### config.mk
export PLATFORM = sky130hd
export DESIGN_NAME = piano_track_scheduler_flat
export DESIGN_NICKNAME = d
export VERILOG_FILES = /design/src/rtl/piano_track_scheduler_if.sv /design/src/rtl/piano_track_scheduler.sv /design/src/flat_wrapper.sv
export SDC_FILE = /design/constraint.sdc
export NUM_CORES = 1
export LEC_CHECK = 0
export BUFFER_PORTS_ARGS = -buffer_cell sky130_fd_sc_hd__buf_2
export CAP_MARGIN = 10
export CORE_UTILIZATION = 35
export CTS_CLUSTER_DIAMETER = 150
export DETAILED_ROUTE_END_ITERATION = 10
export GPL_ROUTABILITY_DRIVEN = 0
export PLACE_DENSITY_LB_ADDON = 0.1
export SETUP_SLACK_MARGIN = 0.4
export SYNTH_ARGS = -nofsm -noshare
export SYNTH_HDL_FRONTEND = slang
export SYNTH_SLANG_ARGS = --single-unit
### constraint.sdc
create_clock -name iFpgaClock -period 3.93 [get_ports iFpgaClock]
set_input_delay 0.393 -clock iFpgaClock [delete_from_list [all_inputs] [get_ports iFpgaClock]]
set_output_delay 0.393 -clock iFpgaClock [all_outputs]
set_load 0.01 [all_outputs]
### src/rtl/piano_track_scheduler_if.sv
// piano_track_scheduler_if
//   Command port of the piano track scheduler.
//
//   Handshake: a command transfers on a rising clock edge where iCmdValid
//   and oCmdReady are both high. The master holds iCmdTrack/iCmdNote/
//   iCmdDuration stable while iCmdValid is high and not yet accepted.
//   oCmdReady may drop combinationally while iStopAll is high; no command
//   transfers in that cycle.
//
//   Signals:
//     iCmdValid    master -> slave  command present
//     oCmdReady    slave  -> master command can be accepted this cycle
//     iCmdTrack    master -> slave  target track index (TRACK_W bits)
//     iCmdNote     master -> slave  note code, 0 = rest (NOTE_WIDTH bits)
//     iCmdDuration master -> slave  hold time in ticks, 0 = sustain
//     iStopAll     master -> slave  one-cycle pulse silencing all tracks
interface piano_track_scheduler_if #(
  parameter int TRACK_W    = 2,
  parameter int NOTE_WIDTH = 6,
  parameter int DUR_WIDTH  = 8
);
  logic                  iCmdValid;
  logic                  oCmdReady;
  logic [TRACK_W-1:0]    iCmdTrack;
  logic [NOTE_WIDTH-1:0] iCmdNote;
  logic [DUR_WIDTH-1:0]  iCmdDuration;
  logic                  iStopAll;

  modport master (
    output iCmdValid,
    output iCmdTrack,
    output iCmdNote,
    output iCmdDuration,
    output iStopAll,
    input  oCmdReady
  );

  modport slave (
    input  iCmdValid,
    input  iCmdTrack,
    input  iCmdNote,
    input  iCmdDuration,
    input  iStopAll,
    output oCmdReady
  );
endinterface

### src/rtl/piano_track_scheduler.sv
// piano_track_scheduler
//   Register bank holding the current note of NUM_TRACKS tracks. One
//   command per cycle loads a note and an optional duration into a track;
//   durations count down in prescaled ticks (TICK_DIV clocks each) and the
//   track falls back to rest (note 0) when its duration runs out.
//
//   Ports:
//     iFpgaClock   in   sole clock, rising edge
//     iFpgaReset   in   asynchronous active-high reset
//     cmd          if   command port (slave modport), see the interface
//     oTrackNotes  out  flattened notes, track k at [k*NOTE_WIDTH +: NOTE_WIDTH]
//     oTrackActive out  bit k set while track k holds a nonzero note
//     oTick        out  one-cycle duration tick strobe
//
//   Priority within a cycle: stop-all, then accepted command, then tick
//   countdown. Every output is a register except oCmdReady, which drops
//   combinationally while iStopAll is high.
module piano_track_scheduler #(
  parameter int NUM_TRACKS = 4,
  parameter int NOTE_WIDTH = 6,
  parameter int DUR_WIDTH  = 8,
  parameter int TICK_DIV   = 100000
) (
  input  logic                             iFpgaClock,
  input  logic                             iFpgaReset,
  piano_track_scheduler_if.slave           cmd,
  output logic [NUM_TRACKS*NOTE_WIDTH-1:0] oTrackNotes,
  output logic [NUM_TRACKS-1:0]            oTrackActive,
  output logic                             oTick
);

  localparam int TRACK_W = (NUM_TRACKS > 1) ? $clog2(NUM_TRACKS) : 1;
  localparam int PRE_W   = $clog2(TICK_DIV);

  // Per-track state
  logic [NOTE_WIDTH-1:0] note_q   [NUM_TRACKS];
  logic [DUR_WIDTH-1:0]  remain_q [NUM_TRACKS];
  logic [NOTE_WIDTH-1:0] note_d   [NUM_TRACKS];
  logic [DUR_WIDTH-1:0]  remain_d [NUM_TRACKS];
  logic [NUM_TRACKS-1:0] active_q;

  // Prescaler and tick
  logic [PRE_W-1:0] pre_cnt;
  logic             tick_q;

  // Handshake
  logic ready_q;
  logic ready;
  logic accept;

  // ready_q is 0 only while reset is held, so the block refuses commands
  // during reset and accepts from the first edge after release.
  assign ready         = ready_q & ~cmd.iStopAll;
  assign cmd.oCmdReady = ready;
  assign accept        = cmd.iCmdValid & ready;

  // Next-state of every track. A track index outside 0..NUM_TRACKS-1
  // matches no k below, so such a command is accepted and dropped.
  always_comb begin
    for (int k = 0; k < NUM_TRACKS; k++) begin
      note_d[k]   = note_q[k];
      remain_d[k] = remain_q[k];
      if (cmd.iStopAll) begin
        note_d[k]   = '0;
        remain_d[k] = '0;
      end else if (accept && (cmd.iCmdTrack == TRACK_W'(k))) begin
        // A written track skips this cycle's countdown; a rest command
        // carries no duration.
        note_d[k]   = cmd.iCmdNote;
        remain_d[k] = (cmd.iCmdNote == '0) ? '0 : cmd.iCmdDuration;
      end else if (tick_q) begin
        if (remain_q[k] > DUR_WIDTH'(1)) begin
          remain_d[k] = remain_q[k] - DUR_WIDTH'(1);
        end else if (remain_q[k] == DUR_WIDTH'(1)) begin
          remain_d[k] = '0;
          note_d[k]   = '0;
        end
      end
    end
  end

  always_ff @(posedge iFpgaClock or posedge iFpgaReset) begin
    if (iFpgaReset) begin
      pre_cnt  <= '0;
      tick_q   <= 1'b0;
      ready_q  <= 1'b0;
      active_q <= '0;
      for (int k = 0; k < NUM_TRACKS; k++) begin
        note_q[k]   <= '0;
        remain_q[k] <= '0;
      end
    end else begin
      if (pre_cnt == PRE_W'(TICK_DIV - 1)) begin
        pre_cnt <= '0;
      end else begin
        pre_cnt <= pre_cnt + PRE_W'(1);
      end
      // Registered strobe: high exactly while pre_cnt holds TICK_DIV-1,
      // so it is set on the edge that loads that count.
      tick_q  <= (pre_cnt == PRE_W'(TICK_DIV - 2));
      ready_q <= 1'b1;
      for (int k = 0; k < NUM_TRACKS; k++) begin
        note_q[k]   <= note_d[k];
        remain_q[k] <= remain_d[k];
        active_q[k] <= (note_d[k] != '0);
      end
    end
  end

  always_comb begin
    oTrackNotes = '0;
    for (int k = 0; k < NUM_TRACKS; k++) begin
      oTrackNotes[k*NOTE_WIDTH +: NOTE_WIDTH] = note_q[k];
    end
  end

  assign oTrackActive = active_q;
  assign oTick        = tick_q;

endmodule
### src/flat_wrapper.sv
// flat-port wrapper written by rule: the top's interface ports become plain ports
module piano_track_scheduler_flat 
#(
  parameter int NUM_TRACKS = 4,
  parameter int NOTE_WIDTH = 6,
  parameter int DUR_WIDTH  = 8,
  parameter int TICK_DIV   = 100000
)
  (iFpgaClock, iFpgaReset, oTrackNotes, oTrackActive, oTick, cmd_iCmdValid, cmd_iCmdTrack, cmd_iCmdNote, cmd_iCmdDuration, cmd_iStopAll, cmd_oCmdReady);
  piano_track_scheduler_if #(.NOTE_WIDTH(NOTE_WIDTH), .DUR_WIDTH(DUR_WIDTH)) cmd_i ();
  input  logic iFpgaClock;
  input  logic iFpgaReset;
  output logic [NUM_TRACKS*NOTE_WIDTH-1:0] oTrackNotes;
  output logic [NUM_TRACKS-1:0] oTrackActive;
  output logic oTick;
  input wire logic [$bits(cmd_i.iCmdValid)-1:0] cmd_iCmdValid;
  input wire logic [$bits(cmd_i.iCmdTrack)-1:0] cmd_iCmdTrack;
  input wire logic [$bits(cmd_i.iCmdNote)-1:0] cmd_iCmdNote;
  input wire logic [$bits(cmd_i.iCmdDuration)-1:0] cmd_iCmdDuration;
  input wire logic [$bits(cmd_i.iStopAll)-1:0] cmd_iStopAll;
  output wire logic [$bits(cmd_i.oCmdReady)-1:0] cmd_oCmdReady;
  assign cmd_i.iCmdValid = cmd_iCmdValid;
  assign cmd_i.iCmdTrack = cmd_iCmdTrack;
  assign cmd_i.iCmdNote = cmd_iCmdNote;
  assign cmd_i.iCmdDuration = cmd_iCmdDuration;
  assign cmd_i.iStopAll = cmd_iStopAll;
  assign cmd_oCmdReady = cmd_i.oCmdReady;
  piano_track_scheduler #(.NUM_TRACKS(NUM_TRACKS), .NOTE_WIDTH(NOTE_WIDTH), .DUR_WIDTH(DUR_WIDTH), .TICK_DIV(TICK_DIV)) u_core (.iFpgaClock(iFpgaClock), .iFpgaReset(iFpgaReset), .cmd(cmd_i), .oTrackNotes(oTrackNotes), .oTrackActive(oTrackActive), .oTick(oTick));
endmodule
==> summary.md, run 1 <==
| Metric | Value |
|---|---|
| Largest net degree at the start of global routing | `63` |
| Layout cell share with drive strength beyond 1 | `15.5%` |
| Die height | `approximately 120 um` |
| Synth Net Count | `520` |
| Fill count | `1246` |
| FF+latch area | `0.00198 sq mm` |
| P_leak | `2.37 nW` |
| Wire per inst | `about 18 um` |
| Core Rows | `41` |
| Flops & latches, synth | `just under 80` |
| Worst endpoint data arrival time | `3130 ps` |
| Post-synth ARST share | `100%` |
| P per Cell Area | `~570 mW/mm^2` |
| # hold bufs at CTS | `0` |
| Layout Skew | `about 5.3 ps` |
| Die footprint | `0.0135 sq mm` |
| Critical path endpoint category | `flip-flop` |
| Clk pin slew, worst setup/hold paths | `approximately 60 ps` |
| Final Max Slew Viols | `0` |
| Area of the multi-input gates | `around 0.0024 sq mm` |
| Seq/Total Area, Yosys | `43.2%` |
| Total GRT Usage | `20.7%` |
| Residual DRC count | `0` |
| Syn-to-layout area delta | `14.6%` |
| Longest Clk Path Bufs | `2` |
| Post-synth EDFFs | `0` |
| Routed wire length | `about 13000 um` |
| Setup violators final | `0` |
| Via count | `~4100` |
| Max VDD drop | `240 uV` |
| Via/cell ratio | `5.86` |
| RSZ-0062 raised after global routing | `false` |
| Crit-path max FO | `13` |
| Fmax | `352 MHz` |
| Antenna violations before repair | `0` |
| Initial Utilization | `36.1%` |
| Total congestion overflow | `0` |
| Clock Latency Late Sink | `340 ps` |
| Nets | `between 500 and 600` |
| Required @ worst endpoint | `~4200 ps` |
| Max-cap violation count | `0` |
| Synth cell types | `64` |
| Syn Inst Count | `490` |
| DR pass1 iterations | `5` |
| Crit share post-route | `72.2%` |
| CTS tree | `built` |
| IO Pins | `50` |
| Final HPWL DP | `approximately 9100 um` |
| Port Buffers | `49` |
| # diodes | `0` |
| Synth warn | `0` |
| Setup TNS | `0 ps` |
| Die span in x | `116 um` |
| Final-report hold violation count | `0` |
| Core area | `0.0127 sq mm` |
| First-pass GRT wire length | `21200 um` |
| Num CTS Buffers | `9` |
| Mapped Area | `0.00457 sq mm` |
| Post-CTS setup repair buffer count | `0` |
| Crit path time final | `2840 ps` |
| Vias in the first global route | `3974` |
| Pre-CTS worst setup slack | `about 1100 ps` |
| Post-CTS Resized | `0` |
| Worst hold path class | `in2async` |
| Tightest Pin Transition | `slightly above 1000 ps` |
| Clock Sinks | `a little under 80` |
| Worst rel slew slack | `30.7%` |
| Syn Area/Cell | `9.33 sq um` |
| Status | `completed` |
| Critical path type | `reg2reg` |
| Drt first-iter violations | `372` |
| Top_reg_cell synth | `dfrtp_1` |
| CTS Root Cell | `clkbuf_16` |
| Worst setup SP type | `flip-flop` |
| Final setup margin | `between 1000 and 1500 ps` |
| Detail Route Antenna Nets | `0` |
| H-tree depth | `3` |
## critical path, stage by stage (launching register included)
cell and delay [ps]:
dfrtp_1 440, inv_1 120, ha_1 290, or4b_2 630, o31ai_1 270, nor3b_2 660, o21ai_0 170, a21bo_2 210
## registers in the layout, summed over array words and instances (netlist names)
register,count
u_core.remain_q,32
u_core.oTrackNotes,24
u_core.pre_cnt,17
u_core.oTrackActive,4
u_core.oTick,1
u_core.ready_q,1
## area by class of cell
type                       instances  share of cell area (%)
clock buffer                      12                    4.90
tap                              172                    4.11
clock inverter                     4                    1.03
timing repair buffer              53                    5.26
inverter                          18                    1.31
sequential                        79                    37.7
multi-input combinational        362                    45.7
## final timing paths
| path | from | end | slack (ps) | cells past startpoint |
|---|---|---|---|---|
| worst max-delay path | u_core.remain_q[8] | u_core.remain_q[12] | 1090 | 7 |
| worst min-delay path | iFpgaReset | u_core.oTrackNotes[22] | 160 | 2 |
| worst max register to register | u_core.remain_q[8] | u_core.remain_q[12] | 1090 | 7 |
| worst min register to register | u_core.pre_cnt[16] | u_core.pre_cnt[16] | 460 | 1 |
| max in group asynchronous | iFpgaReset | u_core.pre_cnt[13] | 2790 | 3 |
| min in group iFpgaClock | cmd_iCmdDuration[0] | u_core.remain_q[8] | 400 | 3 |
## where the power goes
group          total, mW  internal [mW]  switching (mW)  leakage [nW]
logic               1.05          0.413           0.639          1.15
registers           1.05          0.914           0.139          1.07
clock network      0.876          0.528           0.348         0.145
## through the flow
step / instance area [sq um] / util [%] / cells / power [mW] / hold WS, ps
2_1_floorplan: 4570 / - / 490 / 1.87 / 430
3_3_place_gp: 4930 / 38.9 / 684 / 2.11 / 454
3_5_place_dp: 4930 / 38.9 / 684 / 2.10 / 455
4_1_cts: 5240 / 41.3 / 700 / 2.98 / 188
5_1_grt: 5240 / 41.3 / 700 / 3.19 / 224
6_report: 5240 / 41.3 / 700 / 2.98 / 157
## synth_stat cells (6+ instances only)
| library cell | instances | area [sq um] |
|---|---|---|
| o21ai_0 | 46 | 230 |
| nor2_1 | 35 | 131 |
| xor2_1 | 8 | 70.1 |
| nor4_1 | 12 | 75.1 |
| inv_1 | 18 | 67.6 |
| ha_1 | 10 | 125 |
| a221oi_1 | 27 | 236 |
| nor3_1 | 15 | 75.1 |
| dfrtp_1 | 79 | 1980 |
| nor2b_1 | 9 | 56.3 |
| nand2_1 | 35 | 131 |
| a21oi_1 | 14 | 70.1 |
| clkbuf_1 | 25 | 93.8 |
| nand3_1 | 16 | 80.1 |
| a2111oi_0 | 6 | 52.6 |
| o31ai_1 | 19 | 143 |
## per-layer routing
metal	global-route usage (%)	vias to the layer above	wire length, um	share of wire (%)
met4	7.86	0	223	1.7
met2	34.0	86	6210	48
met5	0	-	0	0
met1	27.3	2045	5900	46
li1	-	1950	-	-
met3	3.68	18	478	3.7
## cells in the final DEF, fill, tap and decap left out, types with 5 or more instances in the layout
cell type | synthesis | layout
dfrtp_1 | 79 | 79
buf_2 | 4 | 49
o21ai_0 | 46 | 46
nor2_1 | 35 | 35
nand2_1 | 35 | 35
a221oi_1 | 27 | 27
o31ai_1 | 19 | 19
inv_1 | 18 | 17
nand3_1 | 16 | 16
nor3_1 | 15 | 15
a21oi_1 | 14 | 14
nor4_1 | 12 | 12
ha_1 | 10 | 10
nor2b_1 | 9 | 9
clkbuf_16 | 0 | 9
xor2_1 | 8 | 8
a2111oi_0 | 6 | 6
and3_1 | 5 | 5
a211oi_1 | 5 | 5
or3_1 | 5 | 5
xnor2_1 | 5 | 5
a22o_1 | 5 | 5
a221o_1 | 5 | 5
## kinds of logic (layout without fill, tap and decap cells)
| group | after synthesis | count (layout) | share of synthesized area (%) |
|---|---|---|---|
| XOR/XNOR | 13 | 13 | 2.49 |
| other | 1 | 1 | 0.0820 |
| AND/OR/NAND/NOR | 169 | 169 | 20.1 |
| adder cells (fa/ha/maj) | 10 | 10 | 2.74 |
| multiplexers | 3 | 3 | 0.657 |
| buffers and inverters | 49 | 87 | 4.46 |
| AO/OA/AOI/OAI | 166 | 166 | 26.2 |
| flip-flops | 79 | 79 | 43.2 |
(Power assumes the default switching activity.)
==> run 2, diff against run 1 <==
Settings changed: ABC_AREA set to 1.
Clock period 3.93 ns to 2.5 ns, I/O delays scaled along.
==> run 2 against run 1 <==
Design area increased by 11%. Flip-flop and latch count unchanged. Critical path depth increased by 2. First-iteration DRC count decreased by 15%. Hold slack got worse by 120 ps. Register-to-register slack got worse by 470 ps. Synthesized cell count increased by 46%. Via count increased by 14%. Core utilization decreased by 0.16 points. Clock skew increased by 2.8 ps. Final cell count increased by 35%. Critical endpoint is now u_core.remain_q[11].
==> summary.md, run 2 <==
| Metric | Value |
|---|---|
| Die footprint | `0.0152 sq mm (+12%)` |
| Detail Route Antenna Nets | `0 (unchanged)` |
| Worst hold path class | `in2async` |
| Required @ worst endpoint | `2720 ps (-1500 ps)` |
| RSZ-0062 raised after global routing | `false` |
| Synth warn | `0 (unchanged)` |
| Status | `completed` |
| Synth top cells by count | `201 x nand2_1, 99 x inv_1, 79 x dfrtp_1, 59 x a21oi_1, 56 x nand3_1` |
| Max reg flops | `32 (unchanged)` |
| H-tree depth | `3 (unchanged)` |
| Setup violators final | `0 (unchanged)` |
| Setup TNS | `0 ps (unchanged)` |
| CTS Root Cell | `clkbuf_16` |
| Fill count | `1514 (+22%)` |
| # hold bufs at CTS | `0 (unchanged)` |
| IO Pins | `50 (unchanged)` |
| Total congestion overflow | `0 (unchanged)` |
| Post-synth EDFFs | `0 (unchanged)` |
| Top_reg_cell synth | `dfrtp_1` |
| Final-report hold violation count | `0 (unchanged)` |
| Post-CTS setup repair buffer count | `0 (unchanged)` |
| CP top delay family | `simple AND/OR/NAND/NOR gates` |
| Synth area leader | `dfrtp_1` |
| Most frequent cells in the layout | `201 x nand2_1, 98 x inv_1, 79 x dfrtp_1` |
| Port Buffers | `49 (unchanged)` |
| Max VDD drop | `398 uV (+66%)` |
| Most frequent cell after synthesis | `nand2_1` |
| Final HPWL DP | `10000 um (+10%)` |
| Slowest stage delay, CP | `390 ps (-270 ps)` |
| CTS tree | `built` |
| Vias in the first global route | `4360 (+9.7%)` |
| Fmax | `532 MHz (+51%)` |
| Post-CTS Resized | `0 (unchanged)` |
| Final Max Slew Viols | `0 (unchanged)` |
| Layout Skew | `8.10 ps (+2.82 ps)` |
| Die height | `123 um (+5.9%)` |
| Crit share post-route | `75.2% (+3.0 points)` |
| CP max-delay cell | `dfrtp_1` |
| DR pass1 iterations | `4 (-1)` |
| Worst rel slew slack | `46.9% (+16 points)` |
| Post-synth ARST share | `100% (unchanged)` |
| Critical path endpoint category | `flip-flop` |
| Synth Net Count | `744 (+43%)` |
| Initial Utilization | `36.4% (+0.36 points)` |
| Core Rows | `43 (+4.9%)` |
| FF+latch area | `0.00198 sq mm (unchanged)` |
| Crit path time final | `1880 ps (-957 ps)` |
| Mapped Area | `0.00514 sq mm (+12%)` |
| Longest Clk Path Bufs | `2 (unchanged)` |
| Num CTS Buffers | `9 (unchanged)` |
| Wire per inst | `14.5 um (-21%)` |
| P_leak | `3.37 nW (+42%)` |
| Via/cell ratio | `4.94 (-16%)` |
| Die span in x | `123 um (+5.9%)` |
| Syn-to-layout area delta | `13.0%` |
| Flops & latches, synth | `79 (unchanged)` |
| First-pass GRT wire length | `22500 um (+6.5%)` |
| Max-cap violation count | `0 (unchanged)` |
| Worst endpoint data arrival time | `2100 ps (-1030 ps)` |
| WP buf/inv | `2 (+1)` |
| Nets | `790 (+43%)` |
| Clock Latency Late Sink | `340 ps (about the same)` |
| Crit-path max FO | `12 (-1)` |
| Area of the multi-input gates | `0.00261 sq mm (+9.3%)` |
| Total GRT Usage | `19.6% (-1.2 points)` |
| Syn Inst Count | `714 (+46%)` |
| Seq/Total Area, Yosys | `38.5% (-4.8 points)` |
| Residual DRC count | `0 (unchanged)` |
| Synth area leaders | `dfrtp_1 38%, nand2_1 15%, inv_1 7.2%` |
| Final hold slack | `41.1 ps (-116 ps)` |
| Synth cell types | `34 (-47%)` |
| Drt first-iter violations | `318 (-15%)` |
| Antenna violations before repair | `0 (unchanged)` |
| Worst setup SP type | `flip-flop` |
| Clk pin slew, worst setup/hold paths | `60 ps (about the same)` |
| Core area | `0.0141 sq mm (+11%)` |
| # diodes | `0 (unchanged)` |
| Top reg by flops | `u_core.remain_q` |
| Largest net degree at the start of global routing | `57 (-9.5%)` |
| Layout cell share with drive strength beyond 1 | `14.9% (-0.63 points)` |
| Worst-path cell chain | `inv_1 > ha_1 > nand3_2 > inv_1 > nand2_1 > o21ai_2 > nand2_2 > nand3_1 > o21ai_2` |
| Via count | `4668 (+14%)` |
| Tightest Pin Transition | `795 ps (-233 ps)` |
| Most common cell after layout, fill and taps aside | `nand2_1` |
| Syn Area/Cell | `7.20 sq um (-23%)` |
| Clock Sinks | `79 (unchanged)` |
| Critical path type | `reg2reg` |
| P per Cell Area | `931 mW/mm^2 (+64%)` |
| Routed wire length | `13700 um (+7.3%)` |
| Yosys top cell area share | `38.5% (-4.8 points)` |
[run 2: cell count changes in the layout (fill, tap and decap cells not counted), moves of 9 or more]
cell      before  now
nor4_1        12    3
nand3_1       16   56
inv_1         17   98
o31ai_1       19    0
nor2b_1        9    0
o21ai_1        2   14
nand2_1       35  201
nand4_1        3   15
a21oi_1       14   59
nor2_2         0    9
inv_2          0    9
nor2_1        35   46
o21ai_0       46   35
a221oi_1      27    0
[run 2: stage by stage]
| stage | cells | area [sq um] | power [mW] | util (%) | setup slack [ps] |
|---|---|---|---|---|---|
| 2_1_floorplan | 714 | 5140 | 3.56 | - | 916 |
| 3_3_place_gp | 929 | 5500 | 4.04 | 39.0 | 644 |
| 3_5_place_dp | 929 | 5500 | 4.05 | 39.0 | 636 |
| 4_1_cts | 945 | 5800 | 5.43 | 41.2 | 626 |
| 5_1_grt | 945 | 5800 | 5.85 | 41.2 | 438 |
| 6_report | 945 | 5800 | 5.40 | 41.2 | 619 |
[run 2: layer usage]
metal	up-vias	GRT usage [%]	wire length (um)
met5	-	0	0
met4	0	5.35	189
met3	15	4.34	498
met2	87	30.6	6290
met1	2192	27.1	6760
li1	2374	-	-
[run 2: cell families (layout without fill, tap and decap cells)]
| logic type | count (synthesis) | after routing | synth area share (%) |
|---|---|---|---|
| adders and majority gates | 10 | 10 | 2.44 |
| DFF | 79 | 79 | 38.5 |
| buffers and inverters | 125 | 176 | 10.7 |
| AOI/OAI and AO/OA | 117 | 117 | 12.2 |
| xor gates and xnor gates | 21 | 21 | 3.58 |
| other | 1 | 1 | 0.0730 |
| and+or+nand+nor | 361 | 361 | 32.6 |
[run 2: area by class of cell]
cell class	count	share of cell area (%)
clock buffer	11	4.18
tap	180	3.88
timing repair buffer	52	4.83
multi-input combinational	510	45.0
inverter	108	7.05
clock inverter	5	0.992
sequential	79	34.1
[run 2: path summary, 6_finish.rpt]
path / to / from / slack (ps) / cells past startpoint
setup / recovery: u_core.remain_q[11] / u_core.remain_q[8] / 620 / 9
hold / removal: u_core.oTrackActive[3] / iFpgaReset / 40 / 2
setup reg to reg: u_core.remain_q[11] / u_core.remain_q[8] / 620 / 9
hold reg to reg: u_core.remain_q[6] / u_core.remain_q[6] / 520 / 2
max in group asynchronous: u_core.remain_q[23] / iFpgaReset / 1730 / 3
min in group iFpgaClock: u_core.remain_q[31] / cmd_iCmdDuration[7] / 320 / 5
[run 2: power breakdown]
group	switching, mW	total [mW]	internal, mW
clock	0.543	1.34	0.801
sequential	0.185	1.70	1.52
combinational	1.51	2.36	0.846
total	2.24	5.40	3.16
==> run 3, diff against run 2 <==
Clock period 2.5 ns to 1.7 ns, I/O delays scaled along.
==> run 3 against run 2 <==
Sequential power rose by 51%. Sequential share of layout area fell by 8.4 points. Die area did not move. Total power rose by 94%. Worst setup slack got worse by 510 ps. Via count rose by 14%. Global-route usage rose by 1.8 points. Maximum frequency rose by 18%. Design area rose by 33%. Combinational power rose by 150%. Flip-flop and latch count did not move.
==> summary.md, run 3 (same netlist as run 2, synthesis figures left out) <==
| Metric | Value |
|---|---|
| R2R Path Start | `u_core.remain_q[1]` |
| Max VDD drop | `990 uV (+150%)` |
| Core area | `0.0141 sq mm (unchanged)` |
| Worst setup SP type | `flip-flop` |
| Worst hold path class | `in2reg` |
| H-tree depth | `3 (unchanged)` |
| Layout cell share with drive strength beyond 1 | `47.6% (+33 points)` |
| Layout Skew | `6.26 ps (-1.84 ps)` |
| Fmax | `630 MHz (+18%)` |
| Fill count | `1312 (-13%)` |
| P_leak | `4.08 nW (+21%)` |
| Die footprint | `0.0152 sq mm (unchanged)` |
| Hold Path Cell Cnt | `5` |
| Drt first-iter violations | `313 (-1.6%)` |
| CTS Root Cell | `clkbuf_16` |
| Status | `completed` |
| Crit path time final | `1590 ps (-293 ps)` |
| Total GRT Usage | `21.4% (+1.8 points)` |
| DR pass1 iterations | `7 (+3)` |
| Hold_sp | `cmd_iCmdDuration[7]` |
| Most common cell after layout, fill and taps aside | `nand2_1` |
| Total congestion overflow | `0 (unchanged)` |
| Placed insts | `940 (+1.2%)` |
| RSZ-0062 raised after global routing | `true` |
| CTS tree | `built` |
| Routed wire length | `16600 um (+21%)` |
| CP max-delay cell | `dfrtp_1` |
| Finished Cell Area | `0.00774 sq mm (+33%)` |
| Critical path endpoint category | `flip-flop` |
| Antenna violations before repair | `0 (unchanged)` |
| Slowest stage delay, CP | `400 ps (about the same)` |
| Die height | `123 um (unchanged)` |
| Post-Layout Cell Count | `1048 (+11%)` |
| Max-cap violation count | `0 (unchanged)` |
| # diodes | `0 (unchanged)` |
| Max reg flops | `32 (unchanged)` |
| Initial Utilization | `36.4% (unchanged)` |
| Top reg by flops | `u_core.remain_q` |
| Via/cell ratio | `5.08 (+2.8%)` |
| Die span in x | `123 um (unchanged)` |
| Setup TNS | `0 ps (unchanged)` |
| Final-report hold violation count | `0 (unchanged)` |
| Final HPWL DP | `9980 um (-0.59%)` |
| Nets | `893 (+13%)` |
| Vias in the first global route | `5011 (+15%)` |
| Detail Route Antenna Nets | `0 (unchanged)` |
| Largest net degree at the start of global routing | `80 (+40%)` |
| R2R Setup Slk | `110 ps (-510 ps)` |
| Worst endpoint data arrival time | `1820 ps (-280 ps)` |
| Reg2reg end | `u_core.remain_q[1]` |
| Longest Clk Path Bufs | `2 (unchanged)` |
| Crit-path max FO | `5 (-7)` |
| Core Rows | `43 (unchanged)` |
| Pre-CTS worst setup slack | `52.6 ps (-584 ps)` |
| Min-Delay Endpoint | `u_core.remain_q[31]` |
| Clock Latency Late Sink | `350 ps (about the same)` |
| Syn-to-layout area delta | `50.7%` |
| DP Area | `0.00580 sq mm (+5.4%)` |
| Residual DRC count | `0 (unchanged)` |
| Clock Sinks | `79 (unchanged)` |
| Worst-path cell chain | `inv_2 > ha_4 > inv_2 > nor2_4 > nand2_2 > o21ai_4 > nand2_4 > nand3_2 > o21ai_1` |
| Final setup margin | `112 ps (-507 ps)` |
| Crit share post-route | `93.4% (+18 points)` |
| Port Buffers | `49 (unchanged)` |
| Via count | `5320 (+14%)` |
| CP most frequent cell | `inv_2` |
| Critical path type | `reg2reg` |
| Num CTS Buffers | `9 (unchanged)` |
| P per Cell Area | `1350 mW/mm^2 (+45%)` |
| Most frequent cells in the layout | `135 x nand2_1, 72 x dfrtp_1, 68 x buf_4` |
| Wire per inst | `15.8 um (+8.9%)` |
| First-pass GRT wire length | `24800 um (+10%)` |
| Setup violators final | `0 (unchanged)` |
| Required @ worst endpoint | `1930 ps (-790 ps)` |
| Clk pin slew, worst setup/hold paths | `60 ps (about the same)` |
| Final Max Slew Viols | `0 (unchanged)` |
| Worst r2r path cells | `9 (unchanged)` |
| IO Pins | `50 (unchanged)` |
[run 3: changes by cell type in the layout (fill, tap and decap cells not counted), moves of 25 or more]
cell | previous run | this run
inv_1 | 98 | 55
nand2_1 | 201 | 135
nand3_1 | 56 | 29
buf_4 | 2 | 68
nand2_4 | 1 | 26
nand2_2 | 4 | 46
inv_2 | 9 | 45
[run 3: critical path: cells and delay by family, from the launching register on]
kind | cells | cell delay, ps
AND/OR/NAND/NOR | 4 | 400
flip-flops | 1 | 400
buffers and inverters | 2 | 160
adder cells (fa/ha/maj) | 1 | 150
AO/OA/AOI/OAI | 2 | 370
[run 3: through the flow]
stage                     util [%]  power (mW)  hold WS, ps
after floorplan                  -        5.70          369
after global placement        41.2        6.41          333
after detailed placement      41.2        6.48          340
after CTS                     48.7        9.61          196
after global routing          54.9        11.2          228
final                         54.9        10.5          213
[run 3: final cells by class]
class,instances,area (sq um),share of cell area (%)
Multi-Input combinational cell,516,3580,46.3
Sequential cell,79,1990,25.6
Timing Repair Buffer,148,1190,15.3
Inverter,108,439,5.67
Clock buffer,10,229,2.96
Tap cell,180,225,2.91
Clock inverter,6,85.1,1.10
Timing Repair inverter,1,8.76,0.113
[run 3: how the worst max path moves through the flow]
stage                       start                     end  slack [ps]  cells past startpoint
2_1_floorplan  u_core.remain_q[8]     u_core.remain_q[10]         220                     10
3_3_place_gp   u_core.remain_q[1]  u_core.oTrackActive[3]          80                     11
3_5_place_dp   u_core.remain_q[1]  u_core.oTrackActive[3]          50                     11
4_1_cts        u_core.remain_q[1]      u_core.remain_q[0]         180                      9
5_1_grt        u_core.remain_q[1]      u_core.remain_q[1]          10                      9
6_report       u_core.remain_q[1]      u_core.remain_q[1]         110                      9
[run 3: power by group]
part	internal, mW	total (mW)	switching [mW]
registers	2.24	2.56	0.322
clock network	1.28	2.11	0.823
logic	2.45	5.82	3.37
[run 3: repair_timing]
action | 4_1_cts | 5_1_grt
pin swaps | 64 | 79
setup buffers | 42 | 42
setup endpoints to repair | 68 | 76
cloned | 4 | 3
hold endpoints to repair | 79 | 0
gates resized for setup | 115 | 158
hold buffers | 1 | 0
[run 3: metal layers]
metal | GRT usage (%) | routed length [um] | up-vias
met4 | 7.00 | 380 | 0
met5 | 0 | 0 | -
li1 | - | - | 2594
met1 | 27.9 | 7300 | 2557
met2 | 35.5 | 8160 | 137
met3 | 3.97 | 752 | 32
